File: src/rtl/motor_mix_scheduler.sv
// Quad-X motor mix scheduler with ESC arm sequencing; optional FAILSAFE_TIMEOUT_EN receiver-loss disarm.
// Latency: duties update and duty_valid pulses 6 cycles after an accepted frame_tick.
// Backpressure: none; frame_tick while busy is dropped and reported on frame_overrun.
module motor_mix_scheduler #(
    parameter logic [7:0] DUTY_BASE  = 8'h32,
    parameter logic [7:0] DUTY_MAX   = 8'h64,
    parameter int         ARM_FRAMES = 8,
    parameter int         FS_FRAMES  = 25
) (
    input  logic       clk,
    input  logic       rst_n,
    input  logic       frame_tick,
    input  logic       arm_req,
    input  logic       rx_valid,
    input  logic [7:0] throttle_offset,
    input  logic [7:0] pitch_offset,
    input  logic [7:0] roll_offset,
    input  logic [7:0] yaw_offset,
    output logic [7:0] motor0_duty,
    output logic [7:0] motor1_duty,
    output logic [7:0] motor2_duty,
    output logic [7:0] motor3_duty,
    output logic       duty_valid,
    output logic       armed,
    output logic       busy,
    output logic       frame_overrun
);
    typedef enum logic [1:0] {M_IDLE, M_SUM, M_UPDATE} mix_state_t;
    typedef enum logic [1:0] {DISARMED, ARMING, ARMED} arm_state_t;

    localparam logic signed [10:0] BASE11  = 11'(DUTY_BASE);
    localparam logic signed [10:0] MAX11   = 11'(DUTY_MAX);
    localparam logic [7:0]         ARM_CNT = 8'(ARM_FRAMES);

    mix_state_t mix_state;
    arm_state_t arm_state;
    logic [1:0] m_idx;
    logic [7:0] thr_q, p_q, r_q, y_q;
    logic [7:0] stage [4];
    logic [7:0] arm_cnt;
    logic       accepted;
    logic       arm_ok;

    assign accepted = frame_tick && (mix_state == M_IDLE);
    assign busy     = (mix_state != M_IDLE);
    assign armed    = (arm_state == ARMED);

`ifdef FAILSAFE_TIMEOUT_EN
    localparam logic [7:0] FS_CNT = 8'(FS_FRAMES);
    logic [7:0] fs_cnt;
    logic       fs_lock;

    // Once tripped, the lock holds until the pilot drops arm_req.
    always_ff @(posedge clk or negedge rst_n) begin
        if (!rst_n) begin
            fs_cnt  <= '0;
            fs_lock <= 1'b0;
        end else begin
            if (rx_valid)
                fs_cnt <= '0;
            else if (accepted && fs_cnt != FS_CNT)
                fs_cnt <= fs_cnt + 8'd1;
            if (fs_cnt == FS_CNT)
                fs_lock <= 1'b1;
            else if (!arm_req)
                fs_lock <= 1'b0;
        end
    end
    assign arm_ok = arm_req && !fs_lock && (fs_cnt != FS_CNT);
`else
    logic unused_rx_valid;
    assign unused_rx_valid = rx_valid;
    assign arm_ok          = arm_req;
`endif

    // Shared adder: sign pattern selected by the motor index being computed.
    logic signed [10:0] p_ext, r_ext, y_ext, sum;
    logic              neg_p, neg_r, neg_y;
    logic [7:0]        clamped;

    always_comb begin
        p_ext   = {{3{p_q[7]}}, p_q};
        r_ext   = {{3{r_q[7]}}, r_q};
        y_ext   = {{3{y_q[7]}}, y_q};
        neg_p   = (m_idx == 2'd2) || (m_idx == 2'd3);
        neg_r   = (m_idx == 2'd0) || (m_idx == 2'd3);
        neg_y   = (m_idx == 2'd1) || (m_idx == 2'd3);
        sum     = BASE11 + {3'b000, thr_q}
                + (neg_p ? -p_ext : p_ext)
                + (neg_r ? -r_ext : r_ext)
                + (neg_y ? -y_ext : y_ext);
        clamped = sum[7:0];
        if (sum < BASE11)
            clamped = DUTY_BASE;
        else if (sum > MAX11)
            clamped = DUTY_MAX;
    end

    always_ff @(posedge clk or negedge rst_n) begin
        if (!rst_n) begin
            mix_state     <= M_IDLE;
            m_idx         <= 2'd0;
            thr_q         <= '0;
            p_q           <= '0;
            r_q           <= '0;
            y_q           <= '0;
            for (int i = 0; i < 4; i++) stage[i] <= DUTY_BASE;
            motor0_duty   <= DUTY_BASE;
            motor1_duty   <= DUTY_BASE;
            motor2_duty   <= DUTY_BASE;
            motor3_duty   <= DUTY_BASE;
            duty_valid    <= 1'b0;
            frame_overrun <= 1'b0;
        end else begin
            duty_valid    <= 1'b0;
            frame_overrun <= frame_tick && (mix_state != M_IDLE);
            case (mix_state)
                M_IDLE: if (frame_tick) begin
                    thr_q     <= throttle_offset;
                    p_q       <= pitch_offset;
                    r_q       <= roll_offset;
                    y_q       <= yaw_offset;
                    m_idx     <= 2'd0;
                    mix_state <= M_SUM;
                end
                M_SUM: begin
                    stage[m_idx] <= clamped;
                    m_idx        <= m_idx + 2'd1;
                    if (m_idx == 2'd3)
                        mix_state <= M_UPDATE;
                end
                M_UPDATE: begin
                    // Anything short of fully armed keeps the ESCs at idle duty.
                    motor0_duty <= armed ? stage[0] : DUTY_BASE;
                    motor1_duty <= armed ? stage[1] : DUTY_BASE;
                    motor2_duty <= armed ? stage[2] : DUTY_BASE;
                    motor3_duty <= armed ? stage[3] : DUTY_BASE;
                    duty_valid  <= 1'b1;
                    mix_state   <= M_IDLE;
                end
                default: mix_state <= M_IDLE;
            endcase
        end
    end

    // ARMED is entered on the frame's update edge so the final arming frame still outputs idle.
    always_ff @(posedge clk or negedge rst_n) begin
        if (!rst_n) begin
            arm_state <= DISARMED;
            arm_cnt   <= '0;
        end else if (!arm_ok) begin
            arm_state <= DISARMED;
            arm_cnt   <= '0;
        end else begin
            case (arm_state)
                DISARMED: if (accepted) begin
                    arm_state <= ARMING;
                    arm_cnt   <= 8'd1;
                end
                ARMING: begin
                    if (accepted && arm_cnt != ARM_CNT)
                        arm_cnt <= arm_cnt + 8'd1;
                    if (mix_state == M_UPDATE && arm_cnt == ARM_CNT)
                        arm_state <= ARMED;
                end
                ARMED:    arm_state <= ARMED;
                default:  arm_state <= DISARMED;
            endcase
        end
    end
endmodule
File: config.mk
export PLATFORM = sky130hd
export DESIGN_NAME = motor_mix_scheduler
export DESIGN_NICKNAME = d
export VERILOG_FILES = /design/src/rtl/motor_mix_scheduler.sv
export SDC_FILE = /design/constraint.sdc
export NUM_CORES = 1
export LEC_CHECK = 0
export CAP_MARGIN = 25
export CORE_ASPECT_RATIO = 0.75
export CORE_MARGIN = 5
export CORE_UTILIZATION = 61
export CTS_CLUSTER_DIAMETER = 200
export DETAILED_ROUTE_END_ITERATION = 10
export PLACE_DENSITY = 0.88
export SYNTH_ARGS = -nofsm -noshare
export SYNTH_HDL_FRONTEND = slang
export SYNTH_SLANG_ARGS = --single-unit
File: constraint.sdc
create_clock -name clk -period 7.6 [get_ports clk]
set_input_delay 1.14 -clock clk [delete_from_list [all_inputs] [get_ports clk]]
set_output_delay 1.14 -clock clk [all_outputs]
set_load 0.005 [all_outputs]
## After elaboration in Yosys (flattened, before gate mapping)

Cells that the tools add are included.

| storage, ports and cells | value |
|---|---|
| register bits after elaboration | 112 |
| bits of input ports | 37 |

| cells by class | value |
|---|---|
| $add $sub $neg | 9 |
| $lt $le $gt $ge | 4 |
| equality and inequality tests | 15 |
| mux-type cells | 26 |
| bitwise operators | 1 |
| reduce and logical (&&, ||, !) cells | 18 |

Operators by type and width:

| cell | number |
|---|---|
| 8-bit 2-to-1 mux | 10 |
| 11-bit 2-to-1 mux | 3 |
| 11-bit negator | 3 |
| 32-bit bitwise mux | 1 |
| 11-bit adder | 2 |
| 8-bit demux with 2-bit select | 1 |
| 8-bit one-hot mux with 2 select lines | 1 |
| 2-bit 2-to-1 mux | 6 |
| 9-bit by 11-bit adder with 11-bit output | 1 |
| 11-bit by 8-bit > comparator with 1-bit output (second input constant) | 1 |
| 11-bit by 7-bit less-than comparator with 1-bit output (second input constant) | 1 |
| 6-bit by 8-bit adder with 9-bit output (first input constant) | 1 |
| 3-bit != test (second input constant) | 3 |
| 8-bit by 1-bit adder with 8-bit output (second input constant) | 1 |
| 2-bit equality test (second input constant) | 4 |
| 8-bit by 4-bit equality test with 1-bit output (second input constant) | 1 |
| 8-bit by 4-bit != test with 1-bit output (second input constant) | 1 |
| 2-bit one-hot mux with 2 select lines | 2 |
| 2-bit AND reduction | 4 |
| 2-bit by 1-bit equality test with 1-bit output (second input constant) | 3 |
| 2-bit zero test | 3 |
| 2-bit one-hot mux with 3 select lines | 1 |
| 1-bit logical AND | 5 |
| 2-bit != test (second input constant) | 2 |
| 9 further kinds | 12 |

## Logic depth before layout (Yosys ltp)

Gate-level depths: netlist of the first run.

| depth | value |
|---|---|
| depth in word-level cells | 10 |
| mapped depth | 22 |
| gate-level depth less buffers | 20 |

## Least setup slack after synthesis of the first run

OpenSTA, ideal clock, no wires.

| path | value |
|---|---|
| path type | reg2reg |
| start point | register m_idx[0] |
| end point | register stage[24] (netlist name) |
| setup time | 0.104 ns |
| data arrival time | 4.856 ns |
| required time | 7.496 ns |
| setup slack | 2.641 ns |
| cell stages (with the launch flop) | 23 |
| cell sequence | dfrtp_1 ha_1 clkbuf_1 nor2_1 nor2_1 xor2_1 fa_1 inv_1 fa_1 inv_1 ha_1 ha_1 inv_1 fa_1 nand2b_1 a211oi_1 o31a_1 o21ai_0 and3_2 or2_1 buf_6 buf_8 o41ai_4 |

| between the ends | value |
|---|---|
| cells in the longest elaborated chain, start to end | 10 |
| elaborated cells between the ends (all ways) | 24 |
| classes of those cells | add/sub: 3; order compare: 4; eq/ne: 3; mux: 8; bitwise: 1; reduce/logical: 5 |

RTL lines:

| item | line | RTL |
|---|---|---|
| start, declared | 37 | `logic [1:0] m_idx;` |
| start signal, assigned | 128 | `m_idx <= m_idx + 2'd1;` |
| 2-bit equality test (on tied branches) | 85, 86, 87 |  |
| 1-bit logical OR | 85 | `neg_p = (m_idx == 2'd2) \|\| (m_idx == 2'd3);` |
| 11-bit 2-to-1 mux | 89 | `+ (neg_p ? -p_ext : p_ext)` |
| 9-bit by 11-bit adder with 11-bit output | 89 |  |
| 11-bit adder | 90 | `+ (neg_r ? -r_ext : r_ext)` |
| 11-bit adder | 91 | `+ (neg_y ? -y_ext : y_ext);` |
| 11-bit by 8-bit > comparator with 1-bit output | 95 | `else if (sum > MAX11)` |
| 8-bit 2-to-1 mux | 95 |  |
| 8-bit 2-to-1 mux | 93 | `if (sum < BASE11)` |
| 32-bit bitwise mux (*) | 127 | `stage[m_idx] <= clamped;` |
| end signal, assigned by index | 127 |  |
| end, declared | 39 | `logic [7:0] stage [4];` |

Mark *: on every way between the ends. The rest lies on a longest branch, timed or not.
A chain may end at the register's enable or synchronous reset.

## Worst setup path in the final report of the first run

| path | value |
|---|---|
| start point | register m_idx[0] |
| end point | register stage[3] (netlist name) |

The elaborated chain is that of the path after synthesis.

==> flow_summary.toml, run 1 <==
[outcome]
status = "complete, no violations"

[timing]
period_needed_ns = 5.62
finalSetupViolCount = 0
clock_skew_ns = 0.00532
fmax_ghz = 0.178
slew_viol_final = 0
grt_setup_unrepaired = "no"
tightest_slew_ns = 0.935
hold_violations = 0
post-route-period-util_pct = 73.9
slew_headroom_pct = 37.7
finalSetupTns_ns = 0

[clock_network]
cts_setup_buffers = 0
cts_root_buf = "clkbuf_16"
clk_latency_ns = 0.35
htreeDepth = 3
clk_pin_slew_worst_paths_ns = 0.07
cts.sinks = 112
clock_path_buffers = 2
hold_buffers = 0
cts_buffers = 9
cts_tree = "built"
post_cts_resized = 0

[placement]
dp_cells = 859
gp_congestion = 0.921
hpwlAfterDp_um = 10400
io_buffer_count = 71

[detailed_routing]
via_per_inst = 5.62
post_drt_wl_per_cell_um = 15.5
drcViolationCount = 0
wl_um = 13600
drt_iter0_markers = 316
num_vias = 4927
drtAntennaViolNets = 0
drtPass1Iterations = 5

[yosys]
yosysWarningCount = 0
synth_fp_nets = 766
synth_edf_count = 0
async_flop_share_pct = 100
avgSynthCellArea_um2 = 9.15
seq_area_frac_synth_pct = 45.6
ys_dominant_reg_cell = "dfrtp_1"
synth_cells = 679
syn_area_um2 = 6220
ys_seq_elements = 112
synth.distinct_cells = 51

[global_route]
grt_pass1_wl_um = 23100
overflow = 0
first_global_vias = 4904
grt_max_degree = 78
antenna_found_initial = 0
gr-usage-all-layers_pct = 22.8

[setup_path]
crit_buf_inv = 4
critPathMostFrequentCell = "inv_1"
arrival_ns = 5.84
cp-end-kind = "register"
max_stage_delay_ns = 0.56
crit_fanout = 16
reg2reg_slack_ns = 1.98
cp-start-kind = "register"
startpoint = "m_idx[0]$_DFFE_PN0P_"
worst_r2r_endpoint = "stage[3]$_DFFE_PN0P_"
critPathKind = "register to register"
cp_slowest_cell = "fa_1"
r2r_cells = 20
cp_data_required_time_ns = 7.82
cp_top_family = "adder cells"
crit_chain = "inv_1, ha_1, nor2_1, nor2_1, xor2_1, fa_1, inv_1, fa_1, inv_1, ha_1, ha_1, inv_1, fa_1, nand2b_1, a211oi_1, o31a_1, o21ai_0, and3_2, or2_1, o41ai_1"
timing.rr.start = "m_idx[0]$_DFFE_PN0P_"

[min_path]
holdPathStages = 2
whs_endpoint = "motor3_duty[6]$_DFFE_PN0P_"
hp-start = "motor3_duty[6]$_DFFE_PN0P_"
hp-class = "register to register"

[run]
maxCapViolCount = 0

[floorplan]
initial_core_util_pct = 63.3
fp.dieH_um = 97.4
ios = 73
fp-row-count = 31
core_area_um2 = 9810
die_x_um = 127
dieArea_um2 = 12300

[final_layout]
final_common_cell = "nand2_1"
layout-drive-gt1-share_pct = 6.72
area_delta_synth_final_pct = 17.3
nets = 826
fin_cells = 876
diodes = 0
final_util_pct = 74.3
layout_common_cells = "158 x nand2_1, 88 x dfrtp_1, 70 x clkdlybuf4s50_1"
[worst max path at each step]
stage                            endpoint  slack (ns)  cells after the start
finish               stage[3]$_DFFE_PN0P_        1.98                     20
global route         stage[3]$_DFFE_PN0P_        1.54                     20
CTS                 stage[13]$_DFFE_PN1P_        1.98                     20
detailed placement  stage[13]$_DFFE_PN1P_        2.01                     20
global placement    stage[13]$_DFFE_PN1P_        2.12                     20
floorplan           stage[24]$_DFFE_PN0P_        2.64                     22
[cell usage after synthesis (2+ instances only)]
master,instances,area share (%)
or4b_1,2,0.32
o22ai_1,3,0.30
a211oi_1,6,0.72
inv_1,63,3.8
and2_1,6,0.60
xor2_1,12,1.7
nand3_1,26,2.1
buf_1,5,0.30
xnor2_1,16,2.3
clkbuf_1,18,1.1
o211ai_2,2,0.40
a31oi_1,17,1.7
or3_1,5,0.50
ha_1,32,6.4
nand2b_1,5,0.50
o31ai_1,11,1.3
a22o_1,2,0.28
nor2b_1,4,0.40
nor4_1,3,0.30
o41ai_1,7,0.99
mux2i_1,7,1.1
a21oi_1,22,1.8
fa_1,18,5.8
nor3_1,11,0.89
nor2_1,47,2.8
dfstp_2,24,10
a41oi_1,3,0.42
nand2_1,158,9.5
o21bai_1,2,0.24
o21ai_0,34,2.7
dfrtp_1,88,35
[state kept, by name, summed over array words and instances, names as in the netlist]
signal and count:
motor2_duty 8, m_idx 2, frame_overrun 1, y_q 8
motor1_duty 8, stage 32, motor3_duty 8, arm_state 2
arm_cnt 8, thr_q 8, motor0_duty 8, r_q 8
p_q 8, mix_state 2, duty_valid 1
[per-stage QoR]
stage               cell area, µm²  hold WS, ns  setup WS (ns)
floorplan                     6220        0.437           2.64
global placement              6990        0.449           2.12
detailed placement            6990        0.455           2.01
CTS                           7280        0.471           1.98
global route                  7290        0.485           1.54
finish                        7290        0.463           1.98
[cell families after synthesis]
group	after synthesis	synth area share [%]
AND/OR/NAND/NOR	275	18.9
AO/OA/AOI/OAI	117	12.4
flip-flops	112	45.6
buffers and inverters	90	5.76
adder cells (fa/ha/maj)	50	12.2
XOR/XNOR	28	3.95
multiplexers	7	1.13
[layout make-up]
| cell class | count | area (µm²) |
|---|---|---|
| inverters | 64 | 240 |
| flip-flops and latches | 112 | 2830 |
| well taps | 132 | 165 |
| multi-input cells | 477 | 3030 |
| repair buffers | 75 | 736 |
| clock buffers | 12 | 236 |
| clock inverters | 4 | 52.6 |
| fillers | 692 | 2520 |
[per-layer routing]
metal  GRT usage (%)  part of all wire, %  vias up
li1                -                    -     2373
met1            29.5                   43     2413
met2            39.8                   51      133
met3            5.66                  5.5        8
met4            3.38                 0.58        0
met5               0                    0        -
[tightest hold or removal path: cells and delay by family, from the launching register on]
kind	cells	cell delay, ns
DFF	1	0.34
and+or+nand+nor	2	0.10
Power of run 1 is not shown: default switching activity piles up to over one toggle a cycle in this logic, so the estimate is an artifact.
==> inputs of run 2 (changes only) <==
--- a/config.mk
+++ b/config.mk
@@ -8,10 +8,10 @@
 export CAP_MARGIN = 25
 export CORE_ASPECT_RATIO = 0.75
 export CORE_MARGIN = 5
-export CORE_UTILIZATION = 61
+export CORE_UTILIZATION = 57
 export CTS_CLUSTER_DIAMETER = 200
 export DETAILED_ROUTE_END_ITERATION = 10
-export PLACE_DENSITY = 0.88
+export PLACE_DENSITY = 0.83
 export SYNTH_ARGS = -nofsm -noshare
 export SYNTH_HDL_FRONTEND = slang
 export SYNTH_SLANG_ARGS = --single-unit
==> constraint.sdc (replaced) <==
create_clock -name clk -period 5.2 [get_ports clk]
set_input_delay 0.78 -clock clk [delete_from_list [all_inputs] [get_ports clk]]
set_output_delay 0.78 -clock clk [all_outputs]
set_load 0.005 [all_outputs]
==> run 2 against run 1 <==
Against the previous run: non-clock buffer count grew 13; sequential share of layout area shrank 1.5 points; wire length grew 4.4%; die area grew 6.4%; setup slack lost 1.8 ns; clock skew grew 0.0011 ns; register-to-register slack lost 1.8 ns; worst hold slack gained 0.0045 ns; highest routed layer unchanged; critical path depth shrank 2.
==> flow_summary.toml, run 2 (synthesized netlist as in run 1, its figures left out) <==
[detailed_routing]
wl_um = 14200
drt_iter0_markers = 314
num_vias = 4998
post_drt_wl_per_cell_um = 15.8
drcViolationCount = 0
drtAntennaViolNets = 0
drtPass1Iterations = 5
via_per_inst = 5.57

[global_route]
gr-usage-all-layers_pct = 22.3
first_global_vias = 5093
grt_max_degree = 67
overflow = 0
grt_pass1_wl_um = 23700
antenna_found_initial = 0

[timing]
period_needed_ns = 5.02
finalSetupViolCount = 0
hold_violations = 0
slew_viol_final = 0
clock_skew_ns = 0.00638
post-route-period-util_pct = 96.6
finalSetupTns_ns = 0
tightest_slew_ns = 0.845
fmax_ghz = 0.199
slew_headroom_pct = 43.6

[setup_path]
timing.rr.start = "m_idx[0]$_DFFE_PN0P_"
cp-end-kind = "register"
r2r_cells = 18
crit_end = "stage[0]$_DFFE_PN0P_"
critPathKind = "register to register"
max_stage_delay_ns = 0.53
crit_fanout = 8
arrival_ns = 5.26
cp_data_required_time_ns = 5.44
reg2reg_slack_ns = 0.18
startpoint = "m_idx[0]$_DFFE_PN0P_"
worst_r2r_endpoint = "stage[0]$_DFFE_PN0P_"
crit_cells = 18
crit_buf_inv = 3
cp-start-kind = "register"
cp_top_family = "adder cells"
cp_slowest_cell = "fa_1"
crit_chain = "inv_1, ha_2, nor2_4, buf_4, nor2_1, xor2_1, fa_1, fa_1, ha_1, inv_1, fa_2, nand2b_1, a211oi_2, o31a_1, o21ai_1, and3_4, or2_4, o41ai_2"

[floorplan]
dieArea_um2 = 13100
die_x_um = 131
core_area_um2 = 10800
fp-row-count = 33
ios = 73
fp.dieH_um = 100
initial_core_util_pct = 57.5

[clock_network]
clock_path_buffers = 2
cts_buffers = 9
clk_latency_ns = 0.36
clk_pin_slew_worst_paths_ns = 0.08
cts_tree = "built"
cts_root_buf = "clkbuf_16"
cts.sinks = 112
htreeDepth = 3
hold_buffers = 0

[placement]
gp_congestion = 0.924
hpwlAfterDp_um = 10100
dpl_cell_area_um2 = 7090
io_buffer_count = 71

[final_layout]
layout_common_cells = "157 x nand2_1, 88 x dfrtp_1, 70 x clkdlybuf4s50_1"
largest_reg_flops = 32
fin_area_um2 = 7570
nets = 840
diodes = 0
final_common_cell = "nand2_1"
multiInputGateArea_um2 = 3180
seq_area_um2 = 2830
layout-drive-gt1-share_pct = 12.0
area_delta_synth_final_pct = 21.8
fill_cells = 781
top_register = "stage"

[min_path]
hp-class = "register to register"

[outcome]
status = "complete, no violations"

[run]
maxCapViolCount = 0
## run 2: cell type report
type | instances | area share (%)
Multi-Input combinational cell | 478 | 41.9
Clock inverter | 6 | 0.992
Tap cell | 140 | 2.31
Inverter | 64 | 3.17
Timing Repair Buffer | 88 | 11.0
Sequential cell | 112 | 37.4
Clock buffer | 10 | 3.16
## run 2: metal layers
metal | track usage [%] | vias up | routed length (µm)
met5 | 0 | - | 0
met4 | 5.22 | 0 | 244
met3 | 5.37 | 27 | 810
met2 | 37.2 | 127 | 6960
li1 | - | 2415 | -
met1 | 29.6 | 2429 | 6150
## run 2: stage by stage
| step | instances | worst slack [ns] | hold slack (ns) | util [%] |
|---|---|---|---|---|
| after floorplan | 679 | 0.241 | 0.437 | - |
| after global placement | 878 | 0.0695 | 0.450 | 65.5 |
| after detailed placement | 878 | -0.129 | 0.455 | 65.5 |
| after CTS | 894 | 0.0515 | 0.472 | 68.5 |
| after global routing | 898 | -0.0591 | 0.491 | 70.0 |
| final | 898 | 0.177 | 0.468 | 70.0 |
## run 2: worst min-delay path, stage by stage, from the launching register on
cell	delay (ns)
dfrtp_1	0.35
nand2_1	0.05
nand2_1	0.04
## run 2: how the worst min path moves through the flow
stage / start / endpoint / slack (ns) / depth (start not counted)
after floorplan: arm_cnt[7]$_DFFE_PN0P_ / arm_cnt[7]$_DFFE_PN0P_ / 0.44 / 1
after global placement: motor2_duty[7]$_DFFE_PN0P_ / motor2_duty[7]$_DFFE_PN0P_ / 0.45 / 2
after detailed placement: motor0_duty[0]$_DFFE_PN0P_ / motor0_duty[0]$_DFFE_PN0P_ / 0.45 / 2
after CTS: motor0_duty[0]$_DFFE_PN0P_ / motor0_duty[0]$_DFFE_PN0P_ / 0.47 / 2
after global routing: motor0_duty[0]$_DFFE_PN0P_ / motor0_duty[0]$_DFFE_PN0P_ / 0.49 / 2
final: motor2_duty[6]$_DFFE_PN0P_ / motor2_duty[6]$_DFFE_PN0P_ / 0.47 / 2
## run 2: timing repair
action,in CTS,in global routing
setup buffers,0,2
cloned,0,1
hold endpoints to repair,0,0
setup endpoints to repair,16,28
gates resized for setup,3,29
pin swaps,0,10
Power of run 2 is left out for the same reason.
==> inputs of run 3 (changes only) <==
--- a/config.mk
+++ b/config.mk
@@ -6,12 +6,11 @@
 export NUM_CORES = 1
 export LEC_CHECK = 0
 export CAP_MARGIN = 25
-export CORE_ASPECT_RATIO = 0.75
 export CORE_MARGIN = 5
 export CORE_UTILIZATION = 57
 export CTS_CLUSTER_DIAMETER = 200
 export DETAILED_ROUTE_END_ITERATION = 10
-export PLACE_DENSITY = 0.83
+export PLACE_DENSITY = 0.86
 export SYNTH_ARGS = -nofsm -noshare
 export SYNTH_HDL_FRONTEND = slang
 export SYNTH_SLANG_ARGS = --single-unit
==> run 3 against run 2 <==
Against the previous run: clock skew is 0.0043 ns higher; core utilization shrank 2.1 points; die area down 0.17%; fmax grew 1.6%; via count shrank 0.34%; flip-flop and latch count unchanged; critical path type unchanged; critical endpoint is now stage[16]$_DFFE_PN0P_.
==> flow_summary.toml, run 3 (synthesized netlist as in run 1, its figures left out) <==
[global_route]
grt_max_degree = 75
overflow = 0
antenna_found_initial = 0
gr-usage-all-layers_pct = 21.1
first_global_vias = 4948
grt_pass1_wl_um = 22500

[timing]
grt_setup_unrepaired = "yes"
hold_violations = 0
fmax_ghz = 0.202
post-route-period-util_pct = 95.1
finalSetupViolCount = 0
slew_viol_final = 0
slew_headroom_pct = 40.3
fin_hold_ws_ns = 0.474
clock_skew_ns = 0.0107
tightest_slew_ns = 0.895
period_needed_ns = 4.95

[final_layout]
nets = 836
diodes = 0
layout_common_cells = "157 x nand2_1, 88 x dfrtp_1, 70 x clkdlybuf4s50_1"
fin_cells = 894
layout-drive-gt1-share_pct = 9.15
final_common_cell = "nand2_1"
top_register = "stage"
final_util_pct = 67.9
area_delta_synth_final_pct = 17.4
largest_reg_flops = 32
fill_cells = 821
fin_area_um2 = 7300

[detailed_routing]
num_vias = 4981
post_drt_wl_per_cell_um = 15.0
drtAntennaViolNets = 0
drtPass1Iterations = 5
drt_iter0_markers = 313
wl_um = 13400
via_per_inst = 5.57
drcViolationCount = 0

[setup_path]
cp-end-kind = "register"
worst_r2r_endpoint = "stage[16]$_DFFE_PN0P_"
arrival_ns = 5.22
cp_data_required_time_ns = 5.48
r2r_cells = 20
critPathKind = "register to register"
cp-start-kind = "register"
reg2reg_slack_ns = 0.25
timing.rr.start = "m_idx[0]$_DFFE_PN0P_"
crit_fanout = 16

[clock_network]
cts_setup_buffers = 0
clock_path_buffers = 2
clk_latency_ns = 0.38
clk_pin_slew_worst_paths_ns = 0.10
cts_buffers = 9
cts.sinks = 112
cts_root_buf = "clkbuf_8"
htreeDepth = 3
cts_tree = "built"

[outcome]
status = "complete, no violations"

[placement]
dp_cells = 877
gp_congestion = 0.857
hpwlAfterDp_um = 9980
io_buffer_count = 71
dpl_cell_area_um2 = 7080

[floorplan]
fp.dieH_um = 114
die_x_um = 114
core_area_um2 = 10700
ios = 73
fp-row-count = 38
initial_core_util_pct = 57.8
dieArea_um2 = 13100

[run]
maxCapViolCount = 0

[min_path]
holdPathStages = 2
hp-start = "motor3_duty[7]$_DFFE_PN0P_"
whs_endpoint = "motor3_duty[7]$_DFFE_PN0P_"
hp-class = "register to register"
run 3: critical path, stage by stage, from the launching register on:
cell,delay [ns]
dfrtp_1,0.41
inv_1,0.10
ha_1,0.23
nor2_2,0.14
nor2_1,0.08
xor2_1,0.17
fa_1,0.55
inv_1,0.07
fa_1,0.54
inv_1,0.04
ha_1,0.27
ha_1,0.16
inv_1,0.06
fa_1,0.39
nand2b_1,0.20
a211oi_2,0.24
o31a_1,0.18
o21ai_0,0.10
and3_2,0.24
or2_4,0.32
o41ai_1,0.36
run 3: how the worst max path moves through the flow:
stage | startpoint | end | slack (ns) | cells past startpoint
2_1_floorplan | m_idx[0]$_DFFE_PN0P_ | stage[24]$_DFFE_PN0P_ | 0.24 | 22
3_3_place_gp | m_idx[0]$_DFFE_PN0P_ | stage[3]$_DFFE_PN0P_ | 0.12 | 19
3_5_place_dp | m_idx[0]$_DFFE_PN0P_ | stage[11]$_DFFE_PN0P_ | -0.001 | 20
4_1_cts | m_idx[0]$_DFFE_PN0P_ | stage[11]$_DFFE_PN0P_ | 0.006 | 20
5_1_grt | m_idx[0]$_DFFE_PN0P_ | stage[3]$_DFFE_PN0P_ | -0.05 | 20
6_report | m_idx[0]$_DFFE_PN0P_ | stage[16]$_DFFE_PN0P_ | 0.25 | 20
run 3: cell type report:
cell class / instances / area (µm²) / share of cell area (%)
Multi-Input combinational cell: 477 / 3060 / 42.0
Timing Repair Buffer: 85 / 811 / 11.1
Clock inverter: 4 / 30.0 / 0.412
Sequential cell: 112 / 2830 / 38.8
Inverter: 64 / 240 / 3.29
Tap cell: 140 / 175 / 2.40
Clock buffer: 12 / 145 / 1.99
run 3: stage by stage:
stage	TNS (ns)	setup slack, ns
6_report	0	0.254
2_1_floorplan	0	0.241
5_1_grt	-0.162	-0.0518
3_5_place_dp	-0.00107	-0.00107
4_1_cts	0	0.00648
3_3_place_gp	0	0.122
run 3: timing repair:
| action | CTS | global route |
|---|---|---|
| resized for setup | 1 | 8 |
| hold buffers | 0 | 0 |
| endpoints found under the setup margin | 1 | 28 |
run 3: per-layer routing:
metal | wire length, µm | track usage (%)
met3 | 612 | 3.75
met4 | 233 | 7.21
met2 | 6810 | 36.0
met1 | 5790 | 27.1
met5 | 0 | 0
Power of run 3 is left out for the same reason.
